**config.mk**
```make
export PLATFORM = sky130hd
export DESIGN_NAME = blink_sequencer
export DESIGN_NICKNAME = d
export VERILOG_FILES = /design/src/rtl/blink_sequencer.sv
export SDC_FILE = /design/constraint.sdc
export NUM_CORES = 1
export LEC_CHECK = 0
export CAP_MARGIN = 20
export CORE_ASPECT_RATIO = 1.4
export CORE_MARGIN = 8
export CORE_UTILIZATION = 55
export DETAILED_ROUTE_END_ITERATION = 7
export GPL_TIMING_DRIVEN = 0
export PLACE_DENSITY_LB_ADDON = 0.2
export SKIP_LAST_GASP = 1
export SLEW_MARGIN = 20
export SYNTH_ARGS = -nofsm -noshare
export SYNTH_HDL_FRONTEND = slang
export SYNTH_SLANG_ARGS = --single-unit
```
**constraint.sdc**
```tcl
create_clock -name clk -period 4 [get_ports clk]
set_input_delay 0.8 -clock clk [delete_from_list [all_inputs] [get_ports clk]]
set_output_delay 0.8 -clock clk [all_outputs]
set_load 0.02 [all_outputs]
```
**src/rtl/blink_sequencer.sv**
```systemverilog
// blink_sequencer: steps a blinker through a programmable table of mask slots.
// Each slot's mask is held for a programmed number of blink rising edges.
// Slots whose mask is zero are skipped during LOAD. The slot index wraps modulo NUM_SLOTS.
// Every output is registered, so no combinational path runs from blink_in to the outputs.
module blink_sequencer #(
  parameter int NUM_SLOTS = 4,
  parameter int CNT_W     = 16,
  parameter int REP_W     = 4
) (
  input  logic                         clk,
  input  logic                         rst_n,
  input  logic                         ena,
  input  logic                         start,
  input  logic                         stop,
  input  logic                         cfg_we,
  input  logic [$clog2(NUM_SLOTS)-1:0] cfg_addr,
  input  logic [CNT_W-1:0]             cfg_mask,
  input  logic [REP_W-1:0]             cfg_reps,
  input  logic                         blink_in,
  output logic [CNT_W-1:0]             count,
  output logic [CNT_W-1:0]             mask,
  output logic [$clog2(NUM_SLOTS)-1:0] slot,
  output logic                         busy,
  output logic                         wrap_pulse
);

  localparam int SLOT_W = $clog2(NUM_SLOTS);
  localparam logic [CNT_W-1:0] RST_MASK = {1'b1, {(CNT_W-1){1'b0}}};

  typedef enum logic [1:0] {
    ST_IDLE = 2'd0,
    ST_LOAD = 2'd1,
    ST_RUN  = 2'd2
  } state_t;

  state_t             state_r;
  logic [REP_W-1:0]   rep_cnt_r;
  logic               blink_prev_r;
  logic [CNT_W-1:0]   tbl_mask_r [NUM_SLOTS];
  logic [REP_W-1:0]   tbl_reps_r [NUM_SLOTS];

  logic [CNT_W-1:0]   cur_mask_s;
  logic [REP_W-1:0]   cur_reps_s;
  logic [REP_W-1:0]   eff_reps_s;
  logic               reps_done_s;
  logic               edge_s;
  logic [SLOT_W-1:0]  next_slot_s;
  logic               slot_wraps_s;

  // Decode the active slot entry, the rising edge and the slot-advance helpers.
  always_comb begin
    cur_mask_s   = tbl_mask_r[slot];
    cur_reps_s   = tbl_reps_r[slot];
    eff_reps_s   = cur_reps_s;
    if (cur_reps_s == {REP_W{1'b0}}) begin
      eff_reps_s = REP_W'(1);
    end else begin
      eff_reps_s = cur_reps_s;
    end
    reps_done_s  = (({1'b0, rep_cnt_r} + {{REP_W{1'b0}}, 1'b1}) >= {1'b0, eff_reps_s});
    edge_s       = blink_in & ~blink_prev_r;
    next_slot_s  = slot + SLOT_W'(1);
    slot_wraps_s = (slot == SLOT_W'(NUM_SLOTS - 1));
  end

  // Slot table storage: written from the config pins whenever the clock is enabled.
  always_ff @(posedge clk or negedge rst_n) begin
    if (!rst_n) begin
      for (int i = 0; i < NUM_SLOTS; i++) begin
        tbl_mask_r[i] <= RST_MASK;
        tbl_reps_r[i] <= REP_W'(1);
      end
    end else if (ena && cfg_we) begin
      tbl_mask_r[cfg_addr] <= cfg_mask;
      tbl_reps_r[cfg_addr] <= cfg_reps;
    end
  end

  // Sequencer FSM with registered outputs. Stop takes priority over everything else.
  always_ff @(posedge clk or negedge rst_n) begin
    if (!rst_n) begin
      state_r      <= ST_IDLE;
      count        <= {CNT_W{1'b0}};
      mask         <= {CNT_W{1'b0}};
      slot         <= {SLOT_W{1'b0}};
      busy         <= 1'b0;
      wrap_pulse   <= 1'b0;
      rep_cnt_r    <= {REP_W{1'b0}};
      blink_prev_r <= 1'b0;
    end else if (ena) begin
      wrap_pulse <= 1'b0;
      if (stop) begin
        state_r      <= ST_IDLE;
        count        <= {CNT_W{1'b0}};
        mask         <= {CNT_W{1'b0}};
        slot         <= {SLOT_W{1'b0}};
        busy         <= 1'b0;
        rep_cnt_r    <= {REP_W{1'b0}};
        blink_prev_r <= 1'b0;
      end else begin
        case (state_r)
          ST_IDLE: begin
            count <= {CNT_W{1'b0}};
            mask  <= {CNT_W{1'b0}};
            slot  <= {SLOT_W{1'b0}};
            if (start) begin
              state_r <= ST_LOAD;
              busy    <= 1'b1;
            end
          end
          ST_LOAD: begin
            count        <= {CNT_W{1'b0}};
            rep_cnt_r    <= {REP_W{1'b0}};
            // Treat the first RUN cycle as if the blinker were already high, so it cannot count as an edge.
            blink_prev_r <= 1'b1;
            if (cur_mask_s == {CNT_W{1'b0}}) begin
              slot       <= next_slot_s;
              wrap_pulse <= slot_wraps_s;
            end else begin
              mask    <= cur_mask_s;
              state_r <= ST_RUN;
            end
          end
          ST_RUN: begin
            blink_prev_r <= blink_in;
            if (edge_s && reps_done_s) begin
              count      <= {CNT_W{1'b0}};
              slot       <= next_slot_s;
              wrap_pulse <= slot_wraps_s;
              state_r    <= ST_LOAD;
            end else begin
              count <= count + CNT_W'(1);
              if (edge_s) begin
                rep_cnt_r <= rep_cnt_r + REP_W'(1);
              end
            end
          end
          default: begin
            state_r <= ST_IDLE;
            count   <= {CNT_W{1'b0}};
            mask    <= {CNT_W{1'b0}};
            slot    <= {SLOT_W{1'b0}};
            busy    <= 1'b0;
          end
        endcase
      end
    end
  end

endmodule
```
==> results by group <==
Run status
  – Outcome: finished, final reports clean

Synth
  – Cell taking the most area after synthesis: dfrtp_1
  – Post-synthesis sequential area ratio: 0.546
  – Most instantiated cells after synthesis: dfrtp_1 (115), mux2_2 (80), nor2_1 (20), mux4_2 (17), a22o_1 (16)
  – Mapped Area: 5660 um2
  – Post-synth EDFFs: 0
  – Ys Warns: 0
  – Synthesized instance count: 410
  – Synth async-reset ratio: 1.00
  – Ys flop type: dfrtp_1
  – Number of synthesized register bits: 123
  – Syn Nets: 450
  – Post-Syn Area per Cell: 13.8 um2
  – Largest cells by area after synthesis: dfrtp_1 (51%), mux2_2 (16%), mux4_2 (6.8%)
  – Cell with the most instances after synthesis: dfrtp_1
  – Synth top area share: 0.509
  – Yosys cell types: 48

Power and ir drop
  – Pint: 3.00 mW
  – Power, Total: 4.22 mW
  – Power per cell area: 596 nW/um2
  – Comb pwr share: 0.265
  – LEAKAGE: 3.01 nW
  – Net Switching: 1.22 mW
  – Peak supply drop: 346 uV
  – Sequential share of power: 0.392
  – Clock share of power: 0.343
  – Sw Ratio: 0.289

Detailed routing
  – Via count: 3713
  – Via/cell ratio: 5.76
  – # DRC: 0
  – WL/cell: 19.6 um
  – Initial DRT Pass Iterations: 4
  – Initial DRC Count: 173
  – Final WL: 12600 um
  – Post-route ant nets: 0

Setup path
  – FF-to-FF Start: slot[0]$_DFFE_PN0P_
  – Max FO, Critical Path: 10
  – Critical path origin: slot[0]$_DFFE_PN0P_
  – WS Path Type: reg -> reg
  – CP Cell Sequence: buf_2 -> mux4_2 -> a31o_2 -> ha_1 -> nand2b_1 -> a211o_1 -> a21oi_1 -> o21ai_1 -> nand2_1 -> mux2_1
  – R2R depth: 10
  – Critical path's top delay family: compound AO/OA/AOI/OAI gates
  – Worst path bufs/invs: 1
  – WP data arrival: 3.99 ns
  – Startpoint Class: register
  – Reg2reg setup slack: 0.29 ns
  – Critical Path RT: 4.28 ns
  – Reg2reg end: slot[0]$_DFFE_PN0P_
  – Crit-path slowest cell: mux4_2
  – Crit path to: slot[0]$_DFFE_PN0P_
  – Crit. End Element: register
  – Crit path depth: 10
  – Largest stage delay on the critical path: 0.55 ns

Placed design
  – IO Port Bufs: 64
  – HPWL Detailed: 8630 um
  – Placed cell count: 613
  – Cell Area, Placed: 6500 um2
  – GP Congestion: 0.806

Finish
  – Antenna Diode Count: 0
  – Share of layout cells above drive strength 1: 0.288
  – Final core occ: 0.694
  – Layout area overhead: 25.0%
  – Layout Cells excl Fill: 645
  – Final Cell Area: 7070 um2
  – NumNets Final: 534

Timing
  – Max frequency: 0.269 GHz
  – RSZ-0062 raised after global routing: no
  – Hold slack: 0.328 ns
  – Max Clock Skew: 0.00675 ns
  – # setup viols final: 0
  – Fin crit share: 0.928
  – Worst Tran Pin Value: 0.772 ns
  – Slew Viols, Final: 0
  – Final Hold Viols: 0
  – Slew HR: 0.486
  – Min cycle time layout: 3.71 ns

Clock tree
  – CTS tree: done
  – Hold buffers post-CTS: 0
  – Setup bufs post-CTS: 0
  – CTS clk-pin slew, worst paths: 0.05 ns
  – Bufs on Longest Clock Path: 2
  – Worst skew pair latency: 0.41 ns
  – Clk root buf: clkbuf_16
  – PostCTS Resize Cnt: 0
  – Clock sinks: 123
  – CTS Buf Count: 17
  – Htree depth: 4

GRT
  – GRT Total Usage: 0.195
  – Vias in the first global route: 3981
  – Largest net degree at the start of global routing: 74
  – First-pass GRT wire length: 20500 um
  – Initial antenna violation count: 0
  – Aggregate global routing overflow: 0

Floorplanning
  – Die span in y: 136 um
  – # IOs: 65
  – Die W: 102 um
  – Core area: 10200 um2
  – Placement Rows: 44
  – Die ar.: 13800 um2
  – Initial Util: 0.555

Flow run
  – Number of max-cap violations: 0

Worst hold path
  – Hold crit path type: in -> async
-- sequential cells by signal, indices dropped and copies added (netlist names) --
signal,cells
tbl_mask_r,64
count,16
mask,16
tbl_reps_r,16
rep_cnt_r,4
slot,2
state_r,2
blink_prev_r,1
busy,1
wrap_pulse,1
-- metrics by stage --
stage | TNS, ns | setup slack [ns]
5_1_grt | 0 | 0.0335
3_5_place_dp | 0 | 0.286
2_1_floorplan | 0 | 0.701
6_report | 0 | 0.288
4_1_cts | 0 | 0.249
3_3_place_gp | -294.42 | -2.50
-- power groups by stage --
stage / logic, mW / registers (mW) / clock network, mW
after floorplan: 0.740 / 1.66 / 0
after global placement: 1.09 / 1.65 / 0
after detailed placement: 1.13 / 1.67 / 0
after CTS: 1.14 / 1.65 / 1.47
after global routing: 1.21 / 1.68 / 1.53
final: 1.12 / 1.65 / 1.45
-- worst reg2reg max path: cells and delay by family (launching register included) --
kind                       cells  cell delay (ns)
AOI/OAI and AO/OA              4             1.18
adders and majority gates      1             0.26
buffers and inverters          1             0.39
DFF                            1             0.54
muxes                          2             0.90
and+or+nand+nor                2             0.33
-- kinds of logic (layout without fill, tap and decap cells) --
| group | count (synthesis) | count (layout) | synth area share |
|---|---|---|---|
| DFF | 123 | 123 | 0.546 |
| adders and majority gates | 11 | 11 | 0.0243 |
| and+or+nand+nor | 76 | 76 | 0.0710 |
| AOI/OAI and AO/OA | 48 | 48 | 0.0611 |
| xor gates and xnor gates | 14 | 14 | 0.0217 |
| muxes | 104 | 104 | 0.248 |
| buffers and inverters | 34 | 131 | 0.0274 |
-- worst min path at each step --
| stage | startpoint | end | cells past startpoint |
|---|---|---|---|
| 2_1_floorplan | tbl_mask_r[37]$_DFFE_PN0P_ | tbl_mask_r[37]$_DFFE_PN0P_ | 1 |
| 3_3_place_gp | tbl_mask_r[43]$_DFFE_PN0P_ | tbl_mask_r[43]$_DFFE_PN0P_ | 1 |
| 3_5_place_dp | tbl_mask_r[39]$_DFFE_PN0P_ | tbl_mask_r[39]$_DFFE_PN0P_ | 1 |
| 4_1_cts | rst_n | rep_cnt_r[1]$_DFFE_PN0P_ | 1 |
| 5_1_grt | rst_n | rep_cnt_r[1]$_DFFE_PN0P_ | 1 |
| 6_report | rst_n | rep_cnt_r[1]$_DFFE_PN0P_ | 1 |
-- layer usage --
| metal | GRT usage | wire length [um] | vias up |
|---|---|---|---|
| met4 | 0.0707 | 121 | 0 |
| met1 | 0.237 | 5320 | 1937 |
| met3 | 0.0466 | 534 | 11 |
| met5 | 0 | 0 | - |
| met2 | 0.326 | 6650 | 87 |
| li1 | - | - | 1678 |
-- layout make-up --
class / count / area [um2]
plain buffers: 20 / 103
clock buffers: 21 / 480
clock inverters: 11 / 93.8
fillers: 705 / 3110
inverters: 14 / 52.6
multi-input cells: 253 / 2410
flip-flops and latches: 123 / 3090
well taps: 138 / 173
repair buffers: 65 / 669
-- cells in the final DEF, fill, tap and decap left out, types with 5 or more instances in the layout --
| cell type | instances |
|---|---|
| a22o_1 | 16 |
| clkbuf_1 | 15 |
| clkbuf_16 | 17 |
| clkdlybuf4s50_1 | 63 |
| clkinv_2 | 5 |
| dfrtp_1 | 115 |
| dfstp_2 | 8 |
| ha_1 | 11 |
| inv_1 | 14 |
| mux2_2 | 80 |
| mux4_2 | 17 |
| nand2_1 | 12 |
| nand2b_1 | 5 |
| nand4_1 | 10 |
| nor2_1 | 20 |
| o21ai_0 | 10 |
| xor2_1 | 10 |
Power figures use the tool's default switching activity.
